File: config.mk
export PLATFORM = sky130hd
export DESIGN_NAME = ov7670_dvp_emulator
export DESIGN_NICKNAME = d
export VERILOG_FILES = /design/src/rtl/ov7670_pkg.sv /design/src/rtl/ov7670_dvp_emulator_pattern_gen.sv /design/src/rtl/ov7670_dvp_emulator.sv
export SDC_FILE = /design/constraint.sdc
export NUM_CORES = 1
export LEC_CHECK = 0
export ABC_AREA = 1
export CAP_MARGIN = 10
export CORE_MARGIN = 5
export CORE_UTILIZATION = 25
export CTS_BUF_LIST = sky130_fd_sc_hd__clkbuf_4 sky130_fd_sc_hd__clkbuf_8
export DETAILED_ROUTE_END_ITERATION = 10
export HOLD_SLACK_MARGIN = 0.03
export PLACE_DENSITY = 0.37
export SYNTH_ARGS = -nofsm -noshare
export SYNTH_HDL_FRONTEND = slang
export SYNTH_SLANG_ARGS = --single-unit
File: constraint.sdc
create_clock -name clk -period 4 [get_ports clk]
set_clock_uncertainty 0.15 [all_clocks]
set_input_delay 0.8 -clock clk [delete_from_list [all_inputs] [get_ports clk]]
set_output_delay 0.8 -clock clk [all_outputs]
set_load 0.03 [all_outputs]
File: src/rtl/ov7670_pkg.sv
// Shared types and constants for the OV7670 DVP transmitter emulator.
package ov7670_pkg;

    // Frame sequencer phases.
    typedef enum logic [2:0] {
        IDLE   = 3'd0,
        VSYNC  = 3'd1,
        BACK   = 3'd2,
        ACTIVE = 3'd3,
        FRONT  = 3'd4
    } state_t;

    // Test pattern selection, encoded exactly as the pattern_sel input.
    typedef enum logic [1:0] {
        PAT_SOLID   = 2'd0,
        PAT_BARS    = 2'd1,
        PAT_XRAMP   = 2'd2,
        PAT_CHECKER = 2'd3
    } pattern_t;

    // RGB565 colour-bar palette, in left-to-right bar order.
    localparam logic [15:0] COLOR_WHITE   = 16'hFFFF;
    localparam logic [15:0] COLOR_YELLOW  = 16'hFFE0;
    localparam logic [15:0] COLOR_CYAN    = 16'h07FF;
    localparam logic [15:0] COLOR_GREEN   = 16'h07E0;
    localparam logic [15:0] COLOR_MAGENTA = 16'hF81F;
    localparam logic [15:0] COLOR_RED     = 16'hF800;
    localparam logic [15:0] COLOR_BLUE    = 16'h001F;
    localparam logic [15:0] COLOR_BLACK   = 16'h0000;

    // Map a bar index (0 = leftmost) to its palette colour.
    function automatic logic [15:0] bar_color(input logic [2:0] idx);
        logic [15:0] c;
        case (idx)
            3'd0:    c = COLOR_WHITE;
            3'd1:    c = COLOR_YELLOW;
            3'd2:    c = COLOR_CYAN;
            3'd3:    c = COLOR_GREEN;
            3'd4:    c = COLOR_MAGENTA;
            3'd5:    c = COLOR_RED;
            3'd6:    c = COLOR_BLUE;
            3'd7:    c = COLOR_BLACK;
            default: c = COLOR_BLACK;
        endcase
        return c;
    endfunction

endpackage

File: src/rtl/ov7670_dvp_emulator_pattern_gen.sv
// Combinational test-pattern generator: (x, y, sel) -> RGB565 pixel.
module ov7670_pattern_gen
    import ov7670_pkg::*;
#(
    parameter int unsigned H_ACTIVE    = 640,
    parameter logic [15:0] SOLID_COLOR = 16'hF800
) (
    input  logic [15:0] x,
    input  logic [15:0] y,
    input  pattern_t    sel,
    output logic [15:0] pixel
);

    logic [31:0] bar_s;
    logic [2:0]  bar_idx_s;
    logic        unused_y_s;

    // Only y[3] matters (checkerboard); fold the rest away.
    assign unused_y_s = ^{y[15:4], y[2:0]};

    // Eight equal-width bars across the active width; clamp keeps odd widths safe.
    always_comb begin
        bar_s = ({16'h0000, x} * 32'd8) / H_ACTIVE;
        if (bar_s > 32'd7) begin
            bar_idx_s = 3'd7;
        end else begin
            bar_idx_s = bar_s[2:0];
        end
    end

    // Select the pixel value for the latched pattern.
    always_comb begin
        pixel = 16'h0000;
        case (sel)
            PAT_SOLID:   pixel = SOLID_COLOR;
            PAT_BARS:    pixel = bar_color(bar_idx_s);
            PAT_XRAMP:   pixel = x;
            PAT_CHECKER: pixel = (x[3] ^ y[3]) ? COLOR_WHITE : COLOR_BLACK;
            default:     pixel = 16'h0000;
        endcase
    end

endmodule

File: src/rtl/ov7670_dvp_emulator.sv
// OV7670 DVP transmitter emulator: pclk divider, frame sequencer and
// registered vsync/href/data outputs driven from synthetic patterns.
module ov7670_dvp_emulator
    import ov7670_pkg::*;
#(
    parameter int unsigned H_ACTIVE    = 640,
    parameter int unsigned V_ACTIVE    = 480,
    parameter int unsigned H_BLANK     = 288,
    parameter int unsigned VSYNC_LINES = 3,
    parameter int unsigned V_BACK      = 17,
    parameter int unsigned V_FRONT     = 10,
    parameter int unsigned PCLK_DIV    = 2,
    parameter logic [15:0] SOLID_COLOR = 16'hF800
) (
    input  logic        clk,
    input  logic        reset,
    input  logic        enable,
    input  logic [1:0]  pattern_sel,
    output logic        pclk,
    output logic        vsync,
    output logic        href,
    output logic [7:0]  data,
    output logic        frame_start,
    output logic [15:0] frame_count
);

    localparam int unsigned LINE_PCLKS = 2 * H_ACTIVE + H_BLANK;
    localparam int unsigned HREF_COLS  = 2 * H_ACTIVE;
    localparam int unsigned MAX_VB     = (VSYNC_LINES > V_BACK) ? VSYNC_LINES : V_BACK;
    localparam int unsigned MAX_AF     = (V_ACTIVE > V_FRONT) ? V_ACTIVE : V_FRONT;
    localparam int unsigned MAX_LINES  = (MAX_VB > MAX_AF) ? MAX_VB : MAX_AF;
    localparam int unsigned COL_W      = (LINE_PCLKS > 1) ? $clog2(LINE_PCLKS) : 1;
    localparam int unsigned LINE_W     = (MAX_LINES > 1) ? $clog2(MAX_LINES) : 1;
    localparam int unsigned DIV_W      = (PCLK_DIV > 1) ? $clog2(PCLK_DIV) : 1;

    localparam logic [COL_W-1:0] COL_LAST = COL_W'(LINE_PCLKS - 1);
    localparam logic [COL_W:0]   HREF_END = (COL_W + 1)'(HREF_COLS);
    localparam logic [DIV_W-1:0] DIV_LAST = DIV_W'(PCLK_DIV - 1);
    localparam bit               FRAME_OK = (VSYNC_LINES + V_BACK + V_ACTIVE + V_FRONT) != 32'd0;

    // Registered state
    logic [DIV_W-1:0]  div_q, div_d;
    logic              pclk_q, pclk_d;
    state_t            state_q, state_d;
    logic [COL_W-1:0]  col_q, col_d;
    logic [LINE_W-1:0] line_q, line_d;
    pattern_t          pattern_q, pattern_d;
    logic              vsync_q, vsync_d;
    logic              href_q, href_d;
    logic [7:0]        data_q, data_d;
    logic              frame_start_q, frame_start_d;
    logic [15:0]       frame_count_q, frame_count_d;

    // Combinational helpers
    logic              fall_tick_s;
    logic              start_s;
    state_t            nxt_s;
    logic [15:0]       x_s;
    logic [15:0]       y_s;
    logic [15:0]       pixel_s;

    // Index of the last line of a phase.
    function automatic logic [LINE_W-1:0] last_line(input state_t s);
        logic [LINE_W-1:0] r;
        case (s)
            VSYNC:   r = LINE_W'(VSYNC_LINES - 1);
            BACK:    r = LINE_W'(V_BACK - 1);
            ACTIVE:  r = LINE_W'(V_ACTIVE - 1);
            FRONT:   r = LINE_W'(V_FRONT - 1);
            default: r = {LINE_W{1'b0}};
        endcase
        return r;
    endfunction

    // Phase that follows s in frame order; IDLE marks end of frame.
    function automatic state_t succ(input state_t s);
        state_t r;
        case (s)
            VSYNC:   r = BACK;
            BACK:    r = ACTIVE;
            ACTIVE:  r = FRONT;
            default: r = IDLE;
        endcase
        return r;
    endfunction

    // First phase at or after s that has at least one line; IDLE if none.
    function automatic state_t first_live(input state_t s);
        logic try_vs;
        logic try_bk;
        logic try_ac;
        logic try_fr;
        state_t r;
        try_vs = (s == VSYNC);
        try_bk = try_vs || (s == BACK);
        try_ac = try_bk || (s == ACTIVE);
        try_fr = try_ac || (s == FRONT);
        if (try_vs && (VSYNC_LINES != 32'd0)) begin
            r = VSYNC;
        end else if (try_bk && (V_BACK != 32'd0)) begin
            r = BACK;
        end else if (try_ac && (V_ACTIVE != 32'd0)) begin
            r = ACTIVE;
        end else if (try_fr && (V_FRONT != 32'd0)) begin
            r = FRONT;
        end else begin
            r = IDLE;
        end
        return r;
    endfunction

    // pclk divider; a fall tick is the clk edge that drives pclk 1->0.
    always_comb begin
        div_d       = div_q;
        pclk_d      = pclk_q;
        fall_tick_s = 1'b0;
        if (div_q == DIV_LAST) begin
            div_d       = {DIV_W{1'b0}};
            pclk_d      = ~pclk_q;
            fall_tick_s = pclk_q;
        end else begin
            div_d       = div_q + DIV_W'(1);
        end
    end

    // Frame sequencer: column/line counters and phase transitions on fall ticks.
    always_comb begin
        state_d       = state_q;
        col_d         = col_q;
        line_d        = line_q;
        pattern_d     = pattern_q;
        frame_start_d = 1'b0;
        frame_count_d = frame_count_q;
        start_s       = 1'b0;
        nxt_s         = IDLE;
        if (fall_tick_s) begin
            case (state_q)
                IDLE: begin
                    if (enable && FRAME_OK) begin
                        start_s = 1'b1;
                    end else begin
                        state_d = IDLE;
                    end
                end
                VSYNC, BACK, ACTIVE, FRONT: begin
                    if (col_q == COL_LAST) begin
                        col_d = {COL_W{1'b0}};
                        if (line_q == last_line(state_q)) begin
                            line_d = {LINE_W{1'b0}};
                            nxt_s  = first_live(succ(state_q));
                            if (nxt_s != IDLE) begin
                                state_d = nxt_s;
                            end else if (enable) begin
                                start_s = 1'b1;
                            end else begin
                                state_d = IDLE;
                            end
                        end else begin
                            line_d = line_q + LINE_W'(1);
                        end
                    end else begin
                        col_d = col_q + COL_W'(1);
                    end
                end
                default: begin
                    state_d = IDLE;
                    col_d   = {COL_W{1'b0}};
                    line_d  = {LINE_W{1'b0}};
                end
            endcase
            // New frame: latch the pattern, count it and pulse frame_start.
            if (start_s) begin
                state_d       = first_live(VSYNC);
                col_d         = {COL_W{1'b0}};
                line_d        = {LINE_W{1'b0}};
                pattern_d     = pattern_t'(pattern_sel);
                frame_start_d = 1'b1;
                frame_count_d = frame_count_q + 16'd1;
            end else begin
                frame_start_d = 1'b0;
            end
        end else begin
            state_d = state_q;
        end
    end

    // Pixel coordinates for the position about to be driven.
    assign x_s = 16'(col_d >> 1'b1);
    assign y_s = 16'(line_d);

    ov7670_pattern_gen #(
        .H_ACTIVE    (H_ACTIVE),
        .SOLID_COLOR (SOLID_COLOR)
    ) u_pattern_gen (
        .x     (x_s),
        .y     (y_s),
        .sel   (pattern_d),
        .pixel (pixel_s)
    );

    // Sync and data outputs follow the new position, so they only move with pclk falling.
    always_comb begin
        vsync_d = vsync_q;
        href_d  = href_q;
        data_d  = data_q;
        if (fall_tick_s) begin
            vsync_d = (state_d == VSYNC);
            href_d  = (state_d == ACTIVE) && ({1'b0, col_d} < HREF_END);
            if (href_d) begin
                data_d = col_d[0] ? pixel_s[7:0] : pixel_s[15:8];
            end else begin
                data_d = 8'h00;
            end
        end else begin
            vsync_d = vsync_q;
        end
    end

    // State register with synchronous active-low reset.
    always_ff @(posedge clk) begin
        if (!reset) begin
            div_q         <= {DIV_W{1'b0}};
            pclk_q        <= 1'b0;
            state_q       <= IDLE;
            col_q         <= {COL_W{1'b0}};
            line_q        <= {LINE_W{1'b0}};
            pattern_q     <= PAT_SOLID;
            vsync_q       <= 1'b0;
            href_q        <= 1'b0;
            data_q        <= 8'h00;
            frame_start_q <= 1'b0;
            frame_count_q <= 16'h0000;
        end else begin
            div_q         <= div_d;
            pclk_q        <= pclk_d;
            state_q       <= state_d;
            col_q         <= col_d;
            line_q        <= line_d;
            pattern_q     <= pattern_d;
            vsync_q       <= vsync_d;
            href_q        <= href_d;
            data_q        <= data_d;
            frame_start_q <= frame_start_d;
            frame_count_q <= frame_count_d;
        end
    end

    assign pclk        = pclk_q;
    assign vsync       = vsync_q;
    assign href        = href_q;
    assign data        = data_q;
    assign frame_start = frame_start_q;
    assign frame_count = frame_count_q;

endmodule

# Yosys cells after proc, flatten, opt, wreduce, memory -nomap -nowiden
# Memories as Yosys holds them, arrays and structs flattened.
# Cells that the tools add are included.
op_classes:
  n_bitwise: 3
  n_eq_ne: 17
  addsub: 4
  n_div: 1
  n_mux: 48
  magnitude_cmp: 2
  reduce_logical: 12
op_table:
  columns: ["cell", "n"]
  rows:
  - ["case mux 16 bit (4 select lines)", 1]
  - ["two-way mux 3 bit", 19]
  - ["two-way mux 9 bit", 6]
  - ["case mux 9 bit (4 select lines)", 1]
  - ["two-way mux 11 bit", 3]
  - ["divider 13 x 10 -> 32 bit (second input constant)", 1]
  - ["> comparator 32 x 3 -> 1 bit (second input constant)", 1]
  - ["case mux 11 bit (2 select lines)", 1]
  - ["case mux 9 bit (2 select lines)", 1]
  - ["adder 16 x 1 -> 16 bit (second input constant)", 1]
  - ["two-way mux 16 bit", 1]
  - ["two-way mux 8 bit", 2]
  - ["equality test 3 x 2 -> 1 bit (second input constant)", 5]
  - ["adder 11 x 1 -> 11 bit (second input constant)", 1]
  - ["equality test 11 bit (second input constant)", 1]
  - ["< comparator 11 bit (second input constant)", 1]
  - ["adder 9 x 1 -> 9 bit (second input constant)", 1]
  - ["equality test 3 x 1 -> 1 bit (second input constant)", 3]
  - ["equality test 9 bit", 1]
  - ["case mux 3 bit (3 select lines)", 1]
  - ["two-way mux 1 bit", 7]
  - ["equality test 3 bit (second input constant)", 2]
  - ["case mux 3 bit (2 select lines)", 1]
  - ["equality test 2 bit (second input constant)", 2]
  - ["other kinds (18)", 23]
word_totals:
  in_bits: 5
  out_inout_bits: 28
  romBits: 128
  n_memories: 1
  reg_bits: 54
mem_list:
  columns: ["name", "depth", "width", "rd", "rd_ports_with_merged_regs", "write_ports", "line_no", "source"]
  rows:
  - ["(no name shown)", 8, 16, 1, 0, 0, "ov7670_pkg.sv:34", "case (idx)"]

# Longest topological paths before layout
# Gate-level depths: netlist of run 1.
# An unclocked memory read counts as a cell.
logic_depth:
  depth_word: 37
  depth_mapped: 29

# Modules after synthesis
# From an unflattened synthesis of run 1, not the netlist that was laid out.
hier_totals:
  hier_cells: 742
  area_unflattened_um2: 4389.2
modules_own_cells:
  columns: ["module", "instances", "cells_each", "area_each_um2"]
  rows:
  - ["ov7670_dvp_emulator", 1, 535, 3345.7]
  - ["ov7670_pattern_gen", 1, 207, 1043.5]

# Worst setup path before layout of run 1
# Ideal clock, no wire load.
synth_timing:
  path_kind: "reg-to-reg"
  from: "register col_q[1]"
  to: "register data_q[3], in the netlist data[3]"
  path_stages_with_launch: 27
  t_arrival_ns: 3.220
  path_slack_ns: 0.562
  n_path_buf: 0
  required_ns: 3.782
  setup_ns: 0.068
  cell_sequence: "dfxtp_1 -> ha_1 -> nand3_2 -> nor2_4 -> inv_2 -> nor2_8 -> nand4_2 -> nand2_2 -> nand2_4 -> nand2_1 -> nand2_2 -> nand2_4 -> nand2_4 -> ha_1 -> o21ai_4 -> nand3_4 -> nand2_1 -> nand3_2 -> nand2_2 -> nand3_2 -> nand2_1 -> nand2_1 -> a21oi_1 -> nand3_2 -> nand2_1 -> nand2_1 -> a21oi_2"
synth_via:
  elab_chain_cells: 13
  elab_cells_between_ends: 35
synth_rtl:
  columns: ["element", "line_no", "source"]
  rows:
  - ["start: declaration", "ov7670_dvp_emulator.sv:45", "logic [COL_W-1:0] col_q, col_d;"]
  - ["start signal: assignment", "ov7670_dvp_emulator.sv:225", "col_q <= {COL_W{1'b0}};"]
  - ["start signal: assignment", "ov7670_dvp_emulator.sv:237", "col_q <= col_d;"]
  - ["parallel branches: the longest is 12 deep, another holds divider 13 x 10 -> 32 bit", null, null]
  - ["two-way mux 8 bit *", "ov7670_dvp_emulator.sv:209", "if (href_d) begin"]
  - ["end signal: assignment", "ov7670_dvp_emulator.sv:242", "data_q <= data_d;"]
  - ["end: declaration", "ov7670_dvp_emulator.sv:50", "logic [7:0] data_q, data_d;"]
# Mark *: on every way between the ends. The select of a mux whose other input is x is not followed.
# A chain may end at the register's enable or synchronous reset.

# Worst setup path in the final report of run 1
layout_timing:
  from: "register col_q[1]"
  to: "register data_q[4], in the netlist data[4]"
# The elaborated chain is that of the path after synthesis.

==> results of run 1 <==
cells by family (layout without fill, tap and decap cells):
family                     Yosys count  after routing  share of synthesized area, %
AOI/OAI and AO/OA                   86             86                          14.2
xor gates and xnor gates             6              6                          1.50
adders and majority gates            4              4                          1.43
buffers and inverters               86            143                          9.29
DFF                                 54             54                          30.9
and+or+nand+nor                    292            292                          42.7
what timing repair did:
item,CTS,global route
resized for setup,0,9
hold buffers,0,0
setup endpoints to repair,0,8
setup buffers,0,2
flip-flops by register name, summed over array words and instances, names as in the netlist:
name	count
div_q	1
vsync	1
state_q	3
line_q	9
pclk	1
href	1
col_q	11
pattern_q	2
frame_count	16
frame_start	1
data	8
power by group through the flow:
stage / combinational (mW) / sequential [mW] / clock, mW
detailed placement: 0.101 / 0.558 / 0
global placement: 0.102 / 0.558 / 0
finish: 0.100 / 0.546 / 0.383
global route: 0.111 / 0.547 / 0.426
CTS: 0.101 / 0.546 / 0.404
floorplan: 0.0601 / 0.560 / 0
path summary, 6_finish.rpt:
path                            startpoint       to  slack (ps)  cells past startpoint
worst max-delay path              col_q[1]  data[4]         390                     26
worst min-delay path                 div_q    div_q         300                      1
worst max register to register    col_q[1]  data[4]         390                     26
worst min register to register       div_q    div_q         300                      1
worst max-delay path, delay by kind of cell (launching register included):
family	cells	cell delay (ps)
buffers and inverters	2	150
and+or+nand+nor	20	2030
AOI/OAI and AO/OA	2	360
adders and majority gates	2	490
DFF	1	360
synthesized netlist by cell type (5+ instances only):
| cell | instances | area share, % |
|---|---|---|
| nand2_1 | 111 | 12 |
| nor2_1 | 62 | 6.6 |
| inv_1 | 59 | 6.3 |
| dfxtp_1 | 54 | 31 |
| nand3_1 | 40 | 5.7 |
| a21oi_1 | 31 | 4.4 |
| o21ai_0 | 30 | 4.3 |
| nand4_1 | 16 | 2.9 |
| nor3_1 | 16 | 2.3 |
| inv_2 | 15 | 1.6 |
| nand3_2 | 10 | 2.9 |
| clkbuf_1 | 7 | 0.75 |
| o21ai_1 | 6 | 0.86 |
| nor2_4 | 5 | 1.6 |
| o22ai_1 | 5 | 0.89 |
| xor2_1 | 5 | 1.3 |
layer usage:
metal / share of wire, % / wire length (µm) / vias up
li1: - / - / 1853
met1: 51 / 5260 / 1569
met2: 45 / 4720 / 42
met3: 3.4 / 349 / 4
met4: 0.72 / 75 / 0
met5: 0 / 0 / -
cell type report:
cell class | count | area [µm²] | share of cell area [%]
clock buffer | 5 | 68.8 | 1.58
clock inverter | 2 | 38.8 | 0.891
inverter | 77 | 292 | 6.70
multi-input combinational | 388 | 2120 | 48.7
sequential | 54 | 1090 | 24.9
tap | 180 | 225 | 5.17
timing repair buffer | 59 | 523 | 12.0
==> results by group, run 1 <==
Run
  • MaxCap Viol Count: 0

Finish
  • Commonest non-fill, non-tap cell in the layout: nand2_1
  • Nets@finish: around 600
  • Most frequent cells in the layout: 111 x nand2_1, 62 x nor2_1, 59 x inv_1
  • Fillers: 1525
  • Area Overhead vs Synth: 24.3%
  • Inserted Diodes: 0
  • Layout cells sized above 1: between 10% and 20%
  • Layout Utilization: between 30% and 40%
  • Fin area: 0.00435 mm²
  • Post-Layout Cell Count: about 770

Worst setup path
  • CP Max Fanout: 6
  • Startpoint types: flop
  • Req. time, crit path: approximately 4100 ps
  • Setup Crit Path Kind: flop to flop
  • CP max stage cell: dfxtp_2
  • Critical Path End Type: flop
  • CP max stage delay: roughly 360 ps
  • Most used cell, CP: nand3_2
  • Critical path arrival: approximately 3700 ps

Placed design
  • # placed instances: 756
  • Post-Place Worst Slack: 7.45 ps
  • DP Wirelength: between 7 and 8 mm
  • Post-DP Area: ~0.0042 mm²
  • Port bufs: 32
  • Placer Congestion: approximately 0.83

Routing
  • DRT Pass-1 Iters: 4
  • WL/cell: 13.6 µm
  • DR DRC count: 0
  • Final wirelength: 10.4 mm
  • Initial DRC Count: between 150 and 200
  • Via/cell ratio: ~4.5
  • Via count: between 3000 and 4000
  • ANT nets after route: 0

Power and ir drop
  • Pwr/cell area: between 200 and 250 mW/mm²
  • Switching pwr: 0.270 mW
  • Comb pwr share: under 10%
  • Power Internal: 0.759 mW
  • Pleak: about 1.8 nW
  • Part of the power in registers: 53.0%
  • Clock power share: between 30 and 40%
  • Total power: a little over 1 mW
  • Worst vdd ir: about 0.12 mV
  • Sw Ratio: between 20% and 30%

CTS
  • Clock buffer depth: 2
  • Clk_lat worst skew: about 330 ps
  • CTS tree: yes
  • Root buf cell: clkbuf_8
  • Reg clk slew, reported paths: approximately 100 ps
  • H-Tree Depth: 2
  • CTS Sinks: 54
  • TritonCTS buffer count: 5

Synth
  • Ys async rst share: 0%
  • Mean area per synthesized cell: ~6.6 µm²
  • Primary FF master, synth: dfxtp_1
  • Post-Syn Area: roughly 0.0035 mm²
  • Ys Warns: 0
  • Seq/Total Area, Yosys: a little under a third
  • Distinct cells, synth: 43
  • Yosys reg bits: 54
  • Gate Count Post-Synth: 528
  • Post-synth EDFFs: 0
  • Net Count, Synth: ~540

Floorplanning
  • Core area: 0.0138 mm²
  • Starting density of the core: between 20% and 30%
  • Die height: approximately 130 µm
  • Die area: between 0.015 and 0.02 mm²
  • # IOs: 33
  • Num rows: 43
  • Die X: 128 µm

Global routing
  • Grt ovf: 0
  • Grt peak-use layer: met2
  • First-pass GRT wire length: between 15 and 20 mm
  • Grt met2 use: 21.2%
  • Largest net degree at the start of global routing: 22
  • GRT Resource Usage Total: between 10% and 20%
  • Initial antenna violation count: 0
  • Vias in the first global route: 3362
  • GR Util met3: between 3 and 4%
  • Grt met1 use: roughly 18%

Timing
  • Endpoints failing hold: 0
  • Slew margin rel.: about three fifths
  • Fin crit share: between 90 and 100%
  • Fin worst setup slack: 386 ps
  • Final Setup Violations: 0
  • Fmax: approximately 280 MHz
  • Slew Viols, Final: 0
  • Final hold slack: ~300 ps
  • Worst Tran Pin Value: 621 ps
  • Tmin final: 3610 ps
  • Setup TNS: 0 ps

Hold path
  • Hold crit path type: flop to flop

Status
  • Status: finished clean
(Power assumes the default switching activity.)
==> run 2: changes to the inputs <==
--- a/config.mk
+++ b/config.mk
@@ -8,11 +8,12 @@
 export ABC_AREA = 1
 export CAP_MARGIN = 10
 export CORE_MARGIN = 5
-export CORE_UTILIZATION = 25
+export CORE_UTILIZATION = 55
 export CTS_BUF_LIST = sky130_fd_sc_hd__clkbuf_4 sky130_fd_sc_hd__clkbuf_8
 export DETAILED_ROUTE_END_ITERATION = 10
 export HOLD_SLACK_MARGIN = 0.03
-export PLACE_DENSITY = 0.37
+export PLACE_DENSITY = 0.73
+export RECOVER_POWER = 100
 export SYNTH_ARGS = -nofsm -noshare
 export SYNTH_HDL_FRONTEND = slang
 export SYNTH_SLANG_ARGS = --single-unit
==> run 2 against run 1 <==
Compared with the run above:
- register-to-register slack got worse by 40 ps
- combinational power decreased by 6%
- die area fell by 51%
- clock-buffer cell count did not move
- core utilization up 34 points
- critical endpoint unchanged
- largest cell class unchanged
- highest routed layer unchanged
==> results by group, run 2 (synthesis results as in run 1) <==
Status
  • Status: finished clean

Power and ir drop
  • Clock power share: roughly a third
  • Power Internal: between 0.6 and 0.7 mW
  • Sw Ratio: approximately a quarter
  • Comb pwr share: between 10% and 20%
  • Part of the power in registers: slightly below 60%
  • Pwr/cell area: between 200 and 250 mW/mm²
  • Worst vdd ir: approximately 0.21 mV
  • Pleak: 1.78 nW
  • Total power: between 0.9 and 1 mW
  • Switching pwr: between 0.2 and 0.25 mW

Floorplanning
  • # IOs: 33
  • Core area: 0.00628 mm²
  • Num rows: 29
  • Die X: between 80 and 90 µm
  • Die height: about 90 µm
  • Die area: between 0.008 and 0.009 mm²
  • Starting density of the core: a little under three fifths

Timing
  • Tmin final: roughly 3700 ps
  • Fmax: around 270 MHz
  • Final Setup Violations: 0
  • Slew Viols, Final: 0
  • Fin worst setup slack: around 330 ps
  • Endpoints failing hold: 0
  • Slew margin rel.: roughly 14%
  • Fin crit share: 91.7%
  • RSZ-0062 raised after global routing: false
  • Worst Tran Pin Value: approximately 1300 ps
  • Setup TNS: 0 ps

Worst setup path
  • Startpoint types: input port
  • Flop-to-flop setup slack: 350 ps
  • Setup Crit Path Kind: input port to flop
  • Setup crit start: enable
  • CP cell instances: clkdlybuf4s50_1 -> inv_1 -> nor2_1 -> nand2_4 -> nand3_2 -> nand2_2 -> clkinv_2 -> nand2_4 -> ha_1 -> o21ai_4 -> nand3_4 -> nand2_1 -> nand2_1 -> nor2_2 -> nand3_2 -> nand4_1 -> nand3_1 -> nor2_2 -> nand3_2 -> nand2_1 -> nand2_1 -> a21oi_2
  • Reg-to-reg startpoint: state_q[2]
  • Reg2reg end: data[4]
  • Worst setup path endpoint: data[4]
  • CP max stage delay: about 480 ps
  • Critical path arrival: about 3800 ps
  • R2r worst-path depth: 25
  • Most used cell, CP: nand2_1
  • Req. time, crit path: ~4100 ps
  • CP Max Fanout: 6
  • CP max stage cell: clkdlybuf4s50_1
  • Critical Path End Type: flop

Routing
  • WL/cell: approximately 14 µm
  • Final wirelength: slightly below 9 mm
  • ANT nets after route: 0
  • DRT Pass-1 Iters: 7
  • Via/cell ratio: between 5 and 6
  • Initial DRC Count: between 300 and 400
  • DR DRC count: 0
  • Via count: roughly 3600

Placed design
  • # placed instances: between 600 and 700
  • Post-Place Worst Slack: -2.19 ps
  • Placer Congestion: approximately 0.89
  • Post-DP Area: around 0.0040 mm²
  • Port bufs: 32
  • DP Wirelength: 6.71 mm

Global routing
  • Vias in the first global route: between 3000 and 4000
  • Grt ovf: 0
  • First-pass GRT wire length: about 15 mm
  • GRT Resource Usage Total: between 20% and 30%
  • Largest net degree at the start of global routing: 29
  • Initial antenna violation count: 0

CTS
  • CTS Sinks: between 50 and 60
  • Clock buffer depth: 2
  • # hold bufs at CTS: 0
  • Root buf cell: clkbuf_8
  • CTS tree: yes
  • TritonCTS buffer count: 5
  • H-Tree Depth: 2
  • Clk_lat worst skew: 300 ps
  • Reg clk slew, reported paths: 100 ps

Finish
  • Nets@finish: 581
  • Commonest non-fill, non-tap cell in the layout: nand2_1
  • FF/Latch Area: roughly 0.0011 mm²
  • Area of the multi-input gates: 0.00213 mm²
  • Fin area: approximately 0.0041 mm²
  • Post-Layout Cell Count: 649
  • Fillers: approximately 580
  • Most frequent cells in the layout: 111 x nand2_1, 59 x inv_1, 59 x nor2_1
  • Layout cells sized above 1: approximately 14%
  • Max reg flops: 16
  • Inserted Diodes: 0
  • Area Overhead vs Synth: 17.0%

Run
  • MaxCap Viol Count: 0

Hold path
  • Hold crit path type: flop to flop
-- run 2: cell types whose count changed in the layout (fill, tap and decap cells not counted), sizes merged --
| cell | change |
|---|---|
| dlygate4sd3 | +29 |
| buf | -17 |
| clkdlybuf4s50 | -29 |
| bufinv | -1 |
| clkbuf | +4 |
| clkinv | +1 |
-- run 2: layer usage --
layer  share of wire (%)  routed length (µm)  GRT usage, %
met1                  46                4130          30.4
met2                  46                4130          34.4
met3                 6.0                 532          4.01
met4                 1.1                  95          5.42
met5                   0                   0             0
-- run 2: power by group through the flow --
stage / logic [mW] / clock network, mW / registers (mW)
finish: 0.0940 / 0.301 / 0.545
CTS: 0.0946 / 0.311 / 0.545
global route: 0.103 / 0.336 / 0.546
detailed placement: 0.0940 / 0 / 0.558
floorplan: 0.0601 / 0 / 0.560
global placement: 0.0930 / 0 / 0.558
-- run 2: area by class of cell --
cell class | count | area share [%]
Clock buffer | 5 | 1.68
Clock inverter | 2 | 0.336
Inverter | 77 | 7.08
Multi-Input combinational cell | 388 | 52.1
Sequential cell | 54 | 26.5
Tap cell | 77 | 2.35
Timing Repair Buffer | 46 | 10.0
-- run 2: repair_timing --
| item | CTS | global route |
|---|---|---|
| gates resized for setup | 0 | 11 |
| buffers inserted | 0 | 1 |
| endpoints found under the setup margin | 0 | 8 |
-- run 2: per-stage QoR --
step | util (%) | hold WS, ps
finish | 65.3 | 303
global route | 65.3 | 323
CTS | 64.8 | 305
detailed placement | 63.4 | 287
global placement | 63.4 | 274
floorplan | - | 263
-- run 2: worst min-delay path by stage --
stage                     startpoint    end  slack, ps  depth (start not counted)
after floorplan                div_q  div_q        260                          1
after global placement         div_q  div_q        270                          1
after detailed placement       div_q  div_q        290                          1
after CTS                      div_q  div_q        310                          1
after global routing           div_q  div_q        320                          1
final                          div_q  div_q        300                          1
-- run 2: critical path: cells and delay by family --
kind / cells / cell delay [ps]
AND/OR/NAND/NOR: 16 / 1680
buffers and inverters: 3 / 620
adder cells (fa/ha/maj): 1 / 300
AO/OA/AOI/OAI: 2 / 360
==> run 3: changes to the inputs <==
--- a/config.mk
+++ b/config.mk
@@ -5,14 +5,13 @@
 export SDC_FILE = /design/constraint.sdc
 export NUM_CORES = 1
 export LEC_CHECK = 0
-export ABC_AREA = 1
 export CAP_MARGIN = 10
 export CORE_MARGIN = 5
 export CORE_UTILIZATION = 55
 export CTS_BUF_LIST = sky130_fd_sc_hd__clkbuf_4 sky130_fd_sc_hd__clkbuf_8
 export DETAILED_ROUTE_END_ITERATION = 10
-export HOLD_SLACK_MARGIN = 0.03
-export PLACE_DENSITY = 0.73
+export HOLD_SLACK_MARGIN = 0.02
+export PLACE_DENSITY = 0.77
 export RECOVER_POWER = 100
 export SYNTH_ARGS = -nofsm -noshare
 export SYNTH_HDL_FRONTEND = slang
==> run 3 against run 2 <==
Compared with the run above:
- synthesized cell count is 14% lower
- area after synthesis is 2.5% higher
- die area is 2.2% higher
- sequential cell count stayed put
- global-route usage is 0.67 points higher
- register-to-register slack worse by 190 ps
- clock-buffer cell count stayed put
- final cell count is 9.6% lower
- sequential share of layout area is 1.6 points lower
- critical path type is now flop to flop
- worst hold slack better by 38 ps
- core utilization is 3.3 points higher
- wire length is 6.1% higher
==> results by group, run 3 <==
Status
  • Status: finished clean

Timing
  • Slew margin rel.: 16.9%
  • Fin worst setup slack: roughly 160 ps
  • Endpoints failing hold: 0
  • Final Setup Violations: 0
  • Fin crit share: between 90% and 100%
  • Tmin final: 3840 ps
  • Slew Viols, Final: 0
  • Setup TNS: 0 ps
  • Worst Tran Pin Value: roughly 1200 ps
  • Fmax: roughly 260 MHz

CTS
  • CTS tree: yes
  • CTS Sinks: between 50 and 60
  • Clock buffer depth: 2
  • # resized after CTS: 0
  • H-Tree Depth: 2
  • Postcts setup bufs: 0
  • Reg clk slew, reported paths: 100 ps
  • # hold bufs at CTS: 0
  • Clk_lat worst skew: 310 ps
  • TritonCTS buffer count: 5
  • Root buf cell: clkbuf_8

Synth
  • Yosys reg bits: 54
  • Leading area contributor after synthesis: dfxtp_1
  • Seq/Total Area, Yosys: between 30% and 40%
  • Ys async rst share: 0%
  • Primary FF master, synth: dfxtp_1
  • Post-Syn Area: 0.00359 mm²
  • Distinct cells, synth: slightly below 80
  • Most common cell in the netlist: dfxtp_1
  • Area contributors post-synth: dfxtp_1 30%, and2_1 5.2%, nand2_1 4.7%
  • Mean area per synthesized cell: about 8 µm²
  • Synth top area share: a little under a third
  • Net Count, Synth: 464
  • Ys Warns: 0
  • Post-synth EDFFs: 0
  • Gate Count Post-Synth: around 460
  • Top cells by count, synth: 54 x dfxtp_1, 45 x nand2_1, 31 x o21ai_0

Placed design
  • # placed instances: 580
  • Post-DP Area: around 0.0042 mm²
  • DP Wirelength: a little under 7 mm
  • Post-Place Worst Slack: -218 ps
  • Placer Congestion: roughly 0.93
  • Port bufs: 32

Global routing
  • Initial antenna violation count: 0
  • GRT Resource Usage Total: between 20% and 30%
  • Largest net degree at the start of global routing: 41
  • Vias in the first global route: roughly 3400
  • First-pass GRT wire length: 15.8 mm
  • Grt ovf: 0

Hold path
  • Hold crit path type: flop to flop
  • Hold_sp: line_q[8]

Floorplanning
  • Die X: a little over 90 µm
  • Die area: 0.00824 mm²
  • Num rows: 29
  • Starting density of the core: between 50% and 60%
  • # IOs: 33
  • Die height: approximately 90 µm
  • Core area: ~0.0063 mm²

Power and ir drop
  • Pleak: about 1.7 nW
  • Switching pwr: between 0.2 and 0.25 mW
  • Sw Ratio: around a quarter
  • Pwr/cell area: ~210 mW/mm²
  • Clock power share: between 30% and 40%
  • Worst vdd ir: approximately 0.18 mV
  • Part of the power in registers: just under 60%
  • Comb pwr share: 7.6%
  • Power Internal: between 0.6 and 0.7 mW

Worst setup path
  • CP max stage cell: or4b_4
  • Setup crit start: state_q[1]
  • Startpoint types: flop
  • Reg-to-reg startpoint: state_q[1]
  • CP max stage delay: 510 ps
  • Req. time, crit path: between 4000 and 5000 ps
  • CP Max Fanout: 11
  • Critical Path End Type: flop
  • Setup Crit Path Kind: flop to flop
  • Critical path arrival: approximately 3900 ps
  • CP cell instances: buf_4 -> or2_2 -> nor2_2 -> o211ai_2 -> o21a_1 -> a22oi_4 -> inv_2 -> ha_1 -> nor2b_2 -> a21o_1 -> or4b_4 -> and3_4 -> a31oi_4 -> a21oi_4 -> a221oi_1 -> nor2b_1

Finish
  • Layout cells sized above 1: between 15 and 20%
  • Layout Utilization: around 69%
  • Nets@finish: about 520
  • Commonest non-fill, non-tap cell in the layout: dfxtp_1
  • Area Overhead vs Synth: 21.3%
  • Post-Layout Cell Count: roughly 590
  • Max reg flops: 16
  • Fillers: around 530
  • Most frequent cells in the layout: 51 x dfxtp_1, 46 x nand2_1, 39 x buf_4
  • Inserted Diodes: 0
  • Fin area: ~0.0044 mm²

Run
  • MaxCap Viol Count: 0

Routing
  • DR DRC count: 0
  • WL/cell: 16.1 µm
  • Via/cell ratio: 6.21
  • Initial DRC Count: 270
  • DRT Pass-1 Iters: 5
  • Via count: between 3000 and 4000
  • ANT nets after route: 0
  • Final wirelength: 9.43 mm
==> run 3: cell count changes after synthesis, moves of 8 or more <==
cell | before | now
nor2b_1 | 0 | 19
nand2_1 | 111 | 45
clkbuf_1 | 7 | 17
inv_2 | 15 | 1
inv_1 | 59 | 5
nor2_1 | 62 | 27
and3_1 | 0 | 11
xnor2_1 | 1 | 13
nand3_1 | 40 | 12
nand3_2 | 10 | 0
and2_1 | 1 | 30
a31oi_1 | 0 | 12
nand4_1 | 16 | 8
==> run 3: through the flow <==
stage	hold slack (ps)	total power, mW
3_5_place_dp	314	0.625
4_1_cts	340	0.923
5_1_grt	358	0.953
6_report	341	0.917
2_1_floorplan	289	0.595
3_3_place_gp	299	0.623
==> run 3: layer usage <==
layer	routed length [µm]	vias up	track usage, %
met3	481	19	3.58
met2	4400	129	35.9
met4	183	0	5.99
li1	-	1777	-
met5	0	-	0
met1	4360	1722	31.2
==> run 3: worst paths after layout <==
| path | endpoint | slack (ps) | cells after the start |
|---|---|---|---|
| worst max-delay path | data[5] | 160 | 16 |
| worst min-delay path | line_q[8] | 340 | 1 |
| worst max register to register | data[5] | 160 | 16 |
| worst min register to register | line_q[8] | 340 | 1 |
==> run 3: power groups by stage <==
| stage | Clock (mW) | Sequential [mW] | Combinational, mW |
|---|---|---|---|
| floorplan | 0 | 0.559 | 0.0356 |
| global placement | 0 | 0.556 | 0.0672 |
| detailed placement | 0 | 0.556 | 0.0682 |
| CTS | 0.310 | 0.544 | 0.0686 |
| global route | 0.335 | 0.544 | 0.0744 |
| finish | 0.303 | 0.544 | 0.0696 |
==> run 3: cell families after synthesis <==
family                   count (synthesis)  share of synthesized area, %
flip-flops                              54                          30.1
AND/OR/NAND/NOR                        201                          31.1
adder cells (fa/ha/maj)                  5                          1.67
multiplexers                             8                          2.27
XOR/XNOR                                18                          4.39
AO/OA/AOI/OAI                          135                          26.3
buffers and inverters                   34                          4.18
==> run 3: layout make-up <==
class	count	area, µm²	area share, %
multi-input cells	367	2430	55.8
flip-flops and latches	54	1080	24.9
repair buffers	76	638	14.7
well taps	77	96.3	2.21
clock buffers	5	68.8	1.58
inverters	6	22.5	0.517
clock inverters	2	13.8	0.316
==> run 3: worst max-delay path: cells and delay by family, from the launching register on <==
kind,cells,cell delay (ps)
fa+ha+maj,1,200
simple gates,6,1470
buf+inv,2,240
flops,1,370
compound gates,7,1290
